[config.mk]
export PLATFORM = sky130hd
export DESIGN_NAME = pwl_act_pipe_flat
export DESIGN_NICKNAME = d
export VERILOG_FILES = /design/src/rtl/pwl_act_pkg.sv /design/src/rtl/pwl_act_if.sv /design/src/rtl/pwl_act_lut.sv /design/src/rtl/pwl_act_pipe.sv /design/src/flat_wrapper.sv
export SDC_FILE = /design/constraint.sdc
export NUM_CORES = 1
export LEC_CHECK = 0
export CAP_MARGIN = 0
export CELL_PAD_IN_SITES_DETAIL_PLACEMENT = 1
export CELL_PAD_IN_SITES_GLOBAL_PLACEMENT = 1
export CORE_ASPECT_RATIO = 1.1
export CORE_MARGIN = 3
export CORE_UTILIZATION = 50
export DETAILED_ROUTE_END_ITERATION = 7
export PLACE_DENSITY = 0.9
export SKIP_CTS_REPAIR_TIMING = 1
export SYNTH_ARGS = -nofsm -noshare
export SYNTH_HDL_FRONTEND = slang
export SYNTH_HIERARCHICAL = 1
export SYNTH_SLANG_ARGS = --single-unit
[constraint.sdc]
create_clock -name clk -period 13.2 [get_ports clk]
set_input_delay 1.98 -clock clk [delete_from_list [all_inputs] [get_ports clk]]
set_output_delay 1.98 -clock clk [all_outputs]
set_load 0.02 [all_outputs]
[src/rtl/pwl_act_pkg.sv]
// Shared widths and table helpers for the piecewise-linear activation unit.
// next_index is also used by the bench model so both agree on clamp/wrap.
package pwl_act_pkg;

   localparam int unsigned DATA_W_DEF = 8;
   localparam int unsigned ADDR_W_DEF = 4;
   localparam int unsigned FRAC_W_DEF = 4;

   // Reset table entry: index read as two's complement, scaled to the output range.
   function automatic int ramp_entry(input int i,
                                     input int addr_w = int'(ADDR_W_DEF),
                                     input int data_w = int'(DATA_W_DEF));
      int s;
      s = i & ((1 << addr_w) - 1);
      if (s >= (1 << (addr_w - 1)))
         s = s - (1 << addr_w);
      return s <<< (data_w - addr_w);
   endfunction

   // Upper interpolation point: flat past the largest positive index, -1 wraps to 0.
   function automatic int next_index(input int idx,
                                     input int addr_w = int'(ADDR_W_DEF));
      if (idx == (1 << (addr_w - 1)) - 1)
         return idx;
      return (idx + 1) % (1 << addr_w);
   endfunction

endpackage

[src/rtl/pwl_act_if.sv]
// Sample stream and LUT write port of the activation unit.
interface pwl_act_if
   import pwl_act_pkg::*;
#(
   parameter int unsigned DATA_W = DATA_W_DEF,
   parameter int unsigned ADDR_W = ADDR_W_DEF,
   parameter int unsigned FRAC_W = FRAC_W_DEF
) ();

   logic                       in_valid;
   logic                       in_ready;
   logic [ADDR_W+FRAC_W-1:0]   in_x;
   logic                       out_valid;
   logic                       out_ready;
   logic [DATA_W-1:0]          out_y;
   logic                       wr_en;
   logic [ADDR_W-1:0]          wr_addr;
   logic [DATA_W-1:0]          wr_data;

   modport master (
      output in_valid, in_x, out_ready, wr_en, wr_addr, wr_data,
      input  in_ready, out_valid, out_y
   );

   modport slave (
      input  in_valid, in_x, out_ready, wr_en, wr_addr, wr_data,
      output in_ready, out_valid, out_y
   );

endinterface

[src/rtl/pwl_act_lut.sv]
// Run-time loadable activation table: one write port, base/next read ports.
// Resets to the identity ramp.
module pwl_act_lut
   import pwl_act_pkg::*;
#(
   parameter int unsigned DATA_W = DATA_W_DEF,
   parameter int unsigned ADDR_W = ADDR_W_DEF
) (
   input  logic                     clk,
   input  logic                     rst_n,
   input  logic                     wr_en,
   input  logic [ADDR_W-1:0]        wr_addr,
   input  logic signed [DATA_W-1:0] wr_data,
   input  logic [ADDR_W-1:0]        rd_idx,
   output logic signed [DATA_W-1:0] rd_base,
   output logic signed [DATA_W-1:0] rd_next
);

   localparam int unsigned DEPTH = 1 << ADDR_W;

   logic signed [DATA_W-1:0] mem [DEPTH];
   logic [ADDR_W-1:0]        next_idx_c;

   always_ff @(posedge clk or negedge rst_n) begin
      if (!rst_n) begin
         for (int i = 0; i < int'(DEPTH); i++)
            mem[i] <= DATA_W'(ramp_entry(i, int'(ADDR_W), int'(DATA_W)));
      end else if (wr_en) begin
         mem[wr_addr] <= wr_data;
      end
   end

   always_comb begin
      next_idx_c = ADDR_W'(next_index(int'(rd_idx), int'(ADDR_W)));
      rd_base    = mem[rd_idx];
      rd_next    = mem[next_idx_c];
   end

endmodule

[src/rtl/pwl_act_pipe.sv]
// Three-stage piecewise-linear activation: lookup, scale, round-and-add.
// All stages share one stall; in_ready depends only on the output stage.
module pwl_act_pipe
   import pwl_act_pkg::*;
#(
   parameter int unsigned DATA_W = DATA_W_DEF,
   parameter int unsigned ADDR_W = ADDR_W_DEF,
   parameter int unsigned FRAC_W = FRAC_W_DEF
) (
   input  logic     clk,
   input  logic     rst_n,
   pwl_act_if.slave bus
);

   localparam int unsigned X_W = ADDR_W + FRAC_W;
   localparam int unsigned P_W = DATA_W + FRAC_W + 2;

   logic                     advance;
   logic [ADDR_W-1:0]        idx_c;
   logic signed [DATA_W-1:0] lut_base;
   logic signed [DATA_W-1:0] lut_next;

   logic                     v0;
   logic signed [DATA_W-1:0] base0;
   logic signed [DATA_W-1:0] next0;
   logic [FRAC_W-1:0]        frac0;

   logic                     v1;
   logic signed [P_W-1:0]    prod1;
   logic signed [DATA_W-1:0] base1;

   logic                     v2;
   logic [DATA_W-1:0]        y2;

   logic signed [P_W-1:0]    diff_c;
   logic signed [P_W-1:0]    frac_c;
   logic signed [P_W-1:0]    prod_c;
   logic signed [P_W-1:0]    rnd_c;
   logic signed [P_W-1:0]    delta_c;
   logic signed [P_W-1:0]    sum_c;

   assign advance       = !v2 || bus.out_ready;
   assign bus.in_ready  = advance;
   assign bus.out_valid = v2;
   assign bus.out_y     = y2;
   assign idx_c         = bus.in_x[X_W-1:FRAC_W];

   pwl_act_lut #(
      .DATA_W (DATA_W),
      .ADDR_W (ADDR_W)
   ) u_lut (
      .clk     (clk),
      .rst_n   (rst_n),
      .wr_en   (bus.wr_en),
      .wr_addr (bus.wr_addr),
      .wr_data (bus.wr_data),
      .rd_idx  (idx_c),
      .rd_base (lut_base),
      .rd_next (lut_next)
   );

   // Interpolation arithmetic; the result stays between base and next so no saturation.
   always_comb begin
      diff_c  = P_W'(next0) - P_W'(base0);
      frac_c  = P_W'({1'b0, frac0});
      prod_c  = diff_c * frac_c;
      rnd_c   = prod1 + P_W'(1 << (FRAC_W - 1));
      delta_c = rnd_c >>> FRAC_W;
      sum_c   = P_W'(base1) + delta_c;
   end

   // S0: table lookup
   always_ff @(posedge clk or negedge rst_n) begin
      if (!rst_n) begin
         v0    <= 1'b0;
         base0 <= '0;
         next0 <= '0;
         frac0 <= '0;
      end else if (advance) begin
         v0    <= bus.in_valid;
         base0 <= lut_base;
         next0 <= lut_next;
         frac0 <= bus.in_x[FRAC_W-1:0];
      end
   end

   // S1: scaled difference
   always_ff @(posedge clk or negedge rst_n) begin
      if (!rst_n) begin
         v1    <= 1'b0;
         prod1 <= '0;
         base1 <= '0;
      end else if (advance) begin
         v1    <= v0;
         prod1 <= prod_c;
         base1 <= base0;
      end
   end

   // S2: result register; y only loads real samples so it holds across bubbles
   always_ff @(posedge clk or negedge rst_n) begin
      if (!rst_n) begin
         v2 <= 1'b0;
         y2 <= '0;
      end else if (advance) begin
         v2 <= v1;
         if (v1)
            y2 <= sum_c[DATA_W-1:0];
      end
   end

endmodule

[src/flat_wrapper.sv]
// flat-port wrapper written by rule: the top's interface ports become plain ports
module pwl_act_pipe_flat import pwl_act_pkg::*;
#(
   parameter int unsigned DATA_W = DATA_W_DEF,
   parameter int unsigned ADDR_W = ADDR_W_DEF,
   parameter int unsigned FRAC_W = FRAC_W_DEF
)
  (clk, rst_n, bus_in_valid, bus_in_x, bus_out_ready, bus_wr_en, bus_wr_addr, bus_wr_data, bus_in_ready, bus_out_valid, bus_out_y);
  pwl_act_if #(.DATA_W(DATA_W), .ADDR_W(ADDR_W), .FRAC_W(FRAC_W)) bus_i ();
  input  logic clk;
  input  logic rst_n;
  input wire logic [$bits(bus_i.in_valid)-1:0] bus_in_valid;
  input wire logic [$bits(bus_i.in_x)-1:0] bus_in_x;
  input wire logic [$bits(bus_i.out_ready)-1:0] bus_out_ready;
  input wire logic [$bits(bus_i.wr_en)-1:0] bus_wr_en;
  input wire logic [$bits(bus_i.wr_addr)-1:0] bus_wr_addr;
  input wire logic [$bits(bus_i.wr_data)-1:0] bus_wr_data;
  output wire logic [$bits(bus_i.in_ready)-1:0] bus_in_ready;
  output wire logic [$bits(bus_i.out_valid)-1:0] bus_out_valid;
  output wire logic [$bits(bus_i.out_y)-1:0] bus_out_y;
  assign bus_i.in_valid = bus_in_valid;
  assign bus_i.in_x = bus_in_x;
  assign bus_i.out_ready = bus_out_ready;
  assign bus_i.wr_en = bus_wr_en;
  assign bus_i.wr_addr = bus_wr_addr;
  assign bus_i.wr_data = bus_wr_data;
  assign bus_in_ready = bus_i.in_ready;
  assign bus_out_valid = bus_i.out_valid;
  assign bus_out_y = bus_i.out_y;
  pwl_act_pipe #(.DATA_W(DATA_W), .ADDR_W(ADDR_W), .FRAC_W(FRAC_W)) u_core (.clk(clk), .rst_n(rst_n), .bus(bus_i));
endmodule
# --- Yosys cells after proc, flatten, opt, wreduce, memory -nomap -nowiden ---
# Index checks and enable logic that the tools add are counted.
word_totals:
  out_inout_bits: 10
  reg_bits: 179
  wordCells: 54
op_classes:
  n_bitwise: 3
  mux: 12
  reduce_logical: 4
  add_sub_neg: 4
  n_eq_ne: 1
  multipliers: 1
  n_lt_le_gt_ge: 4
op_table:
  columns: ["cell", "count"]
  rows:
  - ["$bwmux W128", 1]
  - ["$bmux W8 S4", 2]
  - ["$mux W8", 5]
  - ["$demux W8 S4", 1]
  - ["$ge A5 B5 Y1 const B", 3]
  - ["$not A4 Y5", 3]
  - ["$add A12 B5 Y12 const B", 1]
  - ["$mul A9 B5 Y12", 1]
  - ["$sub A8 B8 Y9", 1]
  - ["$add A8 B8 Y8", 1]
  - ["$mux W4", 2]
  - ["$lt A5 B1 Y1 const B", 1]
  - ["$add A4 B1 Y4 const B", 1]
  - ["$eq A4 B4 Y1 const B", 1]
  - ["$reduce_and A2 Y1", 1]
  - ["$logic_and A1 B1 Y1", 1]
  - ["$logic_not A1 Y1", 1]
  - ["$logic_or A1 B1 Y1", 1]
  - ["$mux W1", 1]

# --- Depth between registers and ports, before layout ---
depth:
  depth_word: 7
  depth_mapped: 21
  mapped_depth_nobuf: 21

# --- Cells and area by module ---
# The synthesis kept the hierarchy.
modules_own_cells:
  columns: ["module", "seq_area_each_um2", "instances", "area_per_inst_um2", "cells_each"]
  rows:
  - ["pwl_act_lut", 3243.1, 1, 7201.9, 514]
  - ["pwl_act_pipe", 1201.2, 1, 3636.0, 418]

# --- Worst setup path before layout ---
# No wires, ideal clock.
synth_path:
  path_kind: "input to output"
  start: "input port bus_out_ready"
  end: "output port bus_in_ready"
  cell_stages: 3
  arrival_time_ns: 2.554
  n_path_buf: 1
  slack_ns: 8.666
  cell_sequence: "nor2b_1 > clkinv_1 > clkbuf_1"
synth_between:
  elab_chain_cells: 1
synth_rtl:
  columns: ["item", "line_no", "text"]
  rows:
  - ["start: declaration", "flat_wrapper.sv:14", "input wire logic [$bits(bus_i.out_ready)-1:0] bus_out_ready;"]
  - ["$logic_or A1 B1 Y1", "pwl_act_pipe.sv:42", "assign advance = !v2 || bus.out_ready;"]
  - ["end: declaration", "flat_wrapper.sv:18", "output wire logic [$bits(bus_i.in_ready)-1:0] bus_in_ready;"]
# Every way passes these cells.

# --- Worst setup path in the final report ---
# Ends and elaborated chain as after synthesis.

==> summary.md <==
| Metric | Value |
|---|---|
| RSZ-0062 raised after global routing | no |
| Total grt overflow | 0 |
| Chip width | approximately 150 µm |
| Xor-xnor portion of the synthesized cell area | under 10% |
| Share of cells above drive strength 1 | between 30% and 40% |
| Max-Slew Margin vs Limit | about 3.2% |
| Setup TNS Final | 0 ns |
| WL final | between 30000 and 40000 µm |
| Clock Latency Late Sink | roughly 0.45 ns |
| Cell Count, Final, Fillers Out | between 1000 and 1500 |
| Residual DRC | 0 |
| Yosys top cell area share | roughly a third |
| Synth area leaders | dfrtp_1 (33%), mux2_2 (18%), mux4_2 (9.1%), dfstp_2 (7.8%), ha_1 (4.2%) |
| Die ar. | between 0.02 and 0.025 mm² |
| Worst slack at placement | approximately 7.3 ns |
| Mux cell area share after synthesis | 28.6% |
| Cts bufs inserted | 17 |
| Simple-gate share of the synthesized area | around a tenth |
| Worst VDD drop | 0.000192 V |
| Switching Share | ~44% |
| IO Pins | 35 |
| CP arrival | 3.95 ns |
| CP cell instances | clkdlybuf4s50_1 > nor2b_2 > buf_4 > clkinv_1 > buf_4 > clkdlybuf4s50_1 |
| Period minus WS final | slightly below 6 ns |
| Initial core utilization | approximately half |
| Setup CP Type | in2out |
| Seq/Total Area, Yosys | 41.0% |
| Outcome | completed |
| DRT antenna net count | 0 |
| Average vias per placed instance | between 6 and 7 |
| Flops & latches, synth | about 180 |
| CP bufs+invs | 5 |
| Fill cells | roughly 2200 |
| Gpl congestion | 0.853 |
| Synth Area per Inst | between 10 and 15 µm² |
| Sw power | between 1 and 1.5 mW |
| Initial antenna violation count | 0 |
| Clock slew at reported path FFs | approximately 0.07 ns |
| Post-synthesis compound-gate area fraction | 6.63% |
| Antenna diodes | 0 |
| Port Buffers | 34 |
| Largest family of logic cells by synthesized area | multiplexers |
| CP Launch Type | input pin |
| WP data required | 11.22 ns |
| Vias in the first global route | a little under 9000 |
| Clk_skew | between 0.007 and 0.008 ns |
| Period utilisation layout | between 40 and 50% |
| First-pass GRT wire length | 52400 µm |
| Starting DRC count in detailed routing | 874 |
| DP HPWL | 20100 µm |
| Pin count of the biggest net entering global routing | ~110 |
| Max-cap violations | 0 |
| CP Max Fanout | between 40 and 50 |
| Routed len/inst | 27.2 µm |
| Fraction of power consumed by the clock network | between 15 and 20% |
| HP Class | reg2reg |
| Setup ws final | between 7 and 8 ns |
| Internal Power | about 1.8 mW |
| Post-synthesis adder-cell area fraction | approximately 7.5% |
| Worst Tran Pin Value | ~1.4 ns |
| Post-synth design cell area | around 0.011 mm² |
| Num Clock Sinks | 176 |
| DR vias | between 8000 and 9000 |
| Slowest Stage Delay on Critical Path | ~0.7 ns |
| CP max-delay cell | clkdlybuf4s50_1 |
| Max Fclk | ~170 MHz |
| Synthesized Nets | about 1000 |
| Synth Warn # | 6 |
| Leak Pwr | ~5 nW |
| Final setup fails | 0 |
| Tot GR Track Use | 29.1% |
| Asr flop ratio synth | 100% |
| CTS tree | yes |
| P per Cell Area | 271 mW/mm² |
| Seq pwr share | 27.2% |
| Placed Instances | 1209 |
| Core area | ~0.021 mm² |
| Critical path capture point type | primary output |
| # rows | between 50 and 60 |
| Nets | between 1000 and 1500 |
| Layout area overhead | 10.2% |
| Logic pwr share | about 57% |
| Die Y | between 150 and 200 µm |
| Clock buffer depth | 2 |
| Pre-Repair DR Iteration Count | 5 |
| Hold Violations, Final | 0 |
| Delay-heaviest family, CP | buffers and inverters |
| Synth unique cells | between 50 and 60 |
| Post-Synthesis Cells | between 900 and 1000 |
| Top FF cell, synth | dfrtp_1 |
| Final Max Slew Viols | 0 |
| CTS root buf | clkbuf_16 |
| Htree depth | 4 |
| Yosys top cell by area | dfrtp_1 |
| EDFF count, synth | 0 |
## kinds of logic (layout without fill, tap and decap cells)
| logic type | count (synthesis) | count (layout) |
|---|---|---|
| adders and majority gates | 54 | 54 |
| buffers and inverters | 101 | 125 |
| DFF | 176 | 176 |
| and+or+nand+nor | 226 | 226 |
| muxes | 231 | 231 |
| xor gates and xnor gates | 29 | 29 |
| AOI/OAI and AO/OA | 115 | 115 |
## sequential cells by signal (all words and copies together), names as in the netlist
name                  cells
u_core/base0              8
u_core/base1              8
u_core/bus.out_valid      1
u_core/bus.out_y          8
u_core/frac0              4
u_core/next0              8
u_core/prod1              9
u_core/u_lut/mem        128
u_core/v0                 1
u_core/v1                 1
## worst register-to-register path, stage by stage (launching register included)
cell and delay, ns:
dfrtp_1 0.40, inv_1 0.10, ha_1 0.30, nor2b_1 0.14, o21ai_0 0.23, a21boi_0 0.19
o21ai_0 0.47, nor3b_1 0.56, nor3b_1 0.14, ha_1 0.34, fa_1 0.59, inv_1 0.10
fa_1 0.53, inv_1 0.05, ha_1 0.36, a21oi_1 0.29, o211ai_1 0.17, a31oi_1 0.22
xor2_1 0.22, o21ai_0 0.11
## layout make-up
cell class	instances	area, µm²	share of cell area, %
Tap cell	285	357	2.99
Clock inverter	13	125	1.05
Inverter	52	195	1.63
Clock buffer	19	453	3.79
Sequential cell	176	4440	37.2
Timing Repair Buffer	41	384	3.22
Multi-Input combinational cell	655	5990	50.1
## path summary, 6_finish.rpt
path                            slack [ns]                   end  depth (start not counted)                 from
worst min register to register        0.48   u_core/bus.out_y[7]                          2  u_core/bus.out_y[7]
worst max register to register        7.56      u_core/prod1[10]                         19      u_core/base0[1]
worst min-delay path                  0.48   u_core/bus.out_y[7]                          2  u_core/bus.out_y[7]
max in group asynchronous            10.04       u_core/prod1[5]                          2                rst_n
worst max-delay path                  7.27          bus_in_ready                          6        bus_out_ready
min in group asynchronous             1.63  u_core/u_lut/mem[57]                          1                rst_n
## metrics by stage
step           power [mW]  cell area (µm²)  utilization (%)  hold WS [ns]
6_report             3.23            11900             57.1         0.477
4_1_cts              3.21            11900             57.1         0.484
2_1_floorplan        2.15            10800                -         0.439
5_1_grt              3.48            11900             57.1         0.522
3_5_place_dp         2.61            11400             54.3         0.466
3_3_place_gp         2.49            11400             54.3         0.453
## layer usage
layer / up-vias / track usage, % / wire length, µm
met2: 395 / 48.1 / 16600
met5: - / 0 / 0
met3: 126 / 5.95 / 2110
met1: 4185 / 36.7 / 13500
li1: 3358 / - / -
met4: 0 / 14.2 / 1580
## synth_stat cells, drive strengths merged (2+ instances only)
library cell  count
and2b             3
nand2b           10
dfstp            32
nor2b            10
a21boi            3
or3               5
mux2            180
dfrtp           144
and2             13
a31oi             4
a21o              4
nor3              6
o22ai             4
and3              4
fa               18
nor3b             5
o21bai            3
mux2i             7
nor4bb            2
o21a              4
clkbuf           32
mux4             44
xor2              9
nand2           115
xnor2            20
o21ai            45
ha               36
a22oi            12
a21oi            21
or3b              2
a222oi            6
nand3b            5
nor2             26
nand4             8
buf              17
nand3             8
inv              51
## cells in the final DEF (no fill, tap or decap), types with 12 or more instances in the layout
cell type        instances
dfrtp_1                144
a21oi_1                 21
o21ai_0                 45
mux4_2                  44
fa_1                    18
mux2_2                 172
nand2_1                115
xnor2_1                 19
clkdlybuf4s50_1         31
dfstp_2                 32
ha_1                    36
clkbuf_16               17
nor2_1                  26
and2_1                  13
inv_1                   51
a22oi_1                 12
## power by group through the flow
stage	sequential, mW	clock, mW	combinational (mW)
2_1_floorplan	0.824	0	1.33
3_3_place_gp	0.845	0	1.64
3_5_place_dp	0.868	0	1.75
4_1_cts	0.872	0.509	1.83
5_1_grt	0.893	0.529	2.05
6_report	0.879	0.504	1.85
No activity file was read; power rests on OpenSTA's default activity.
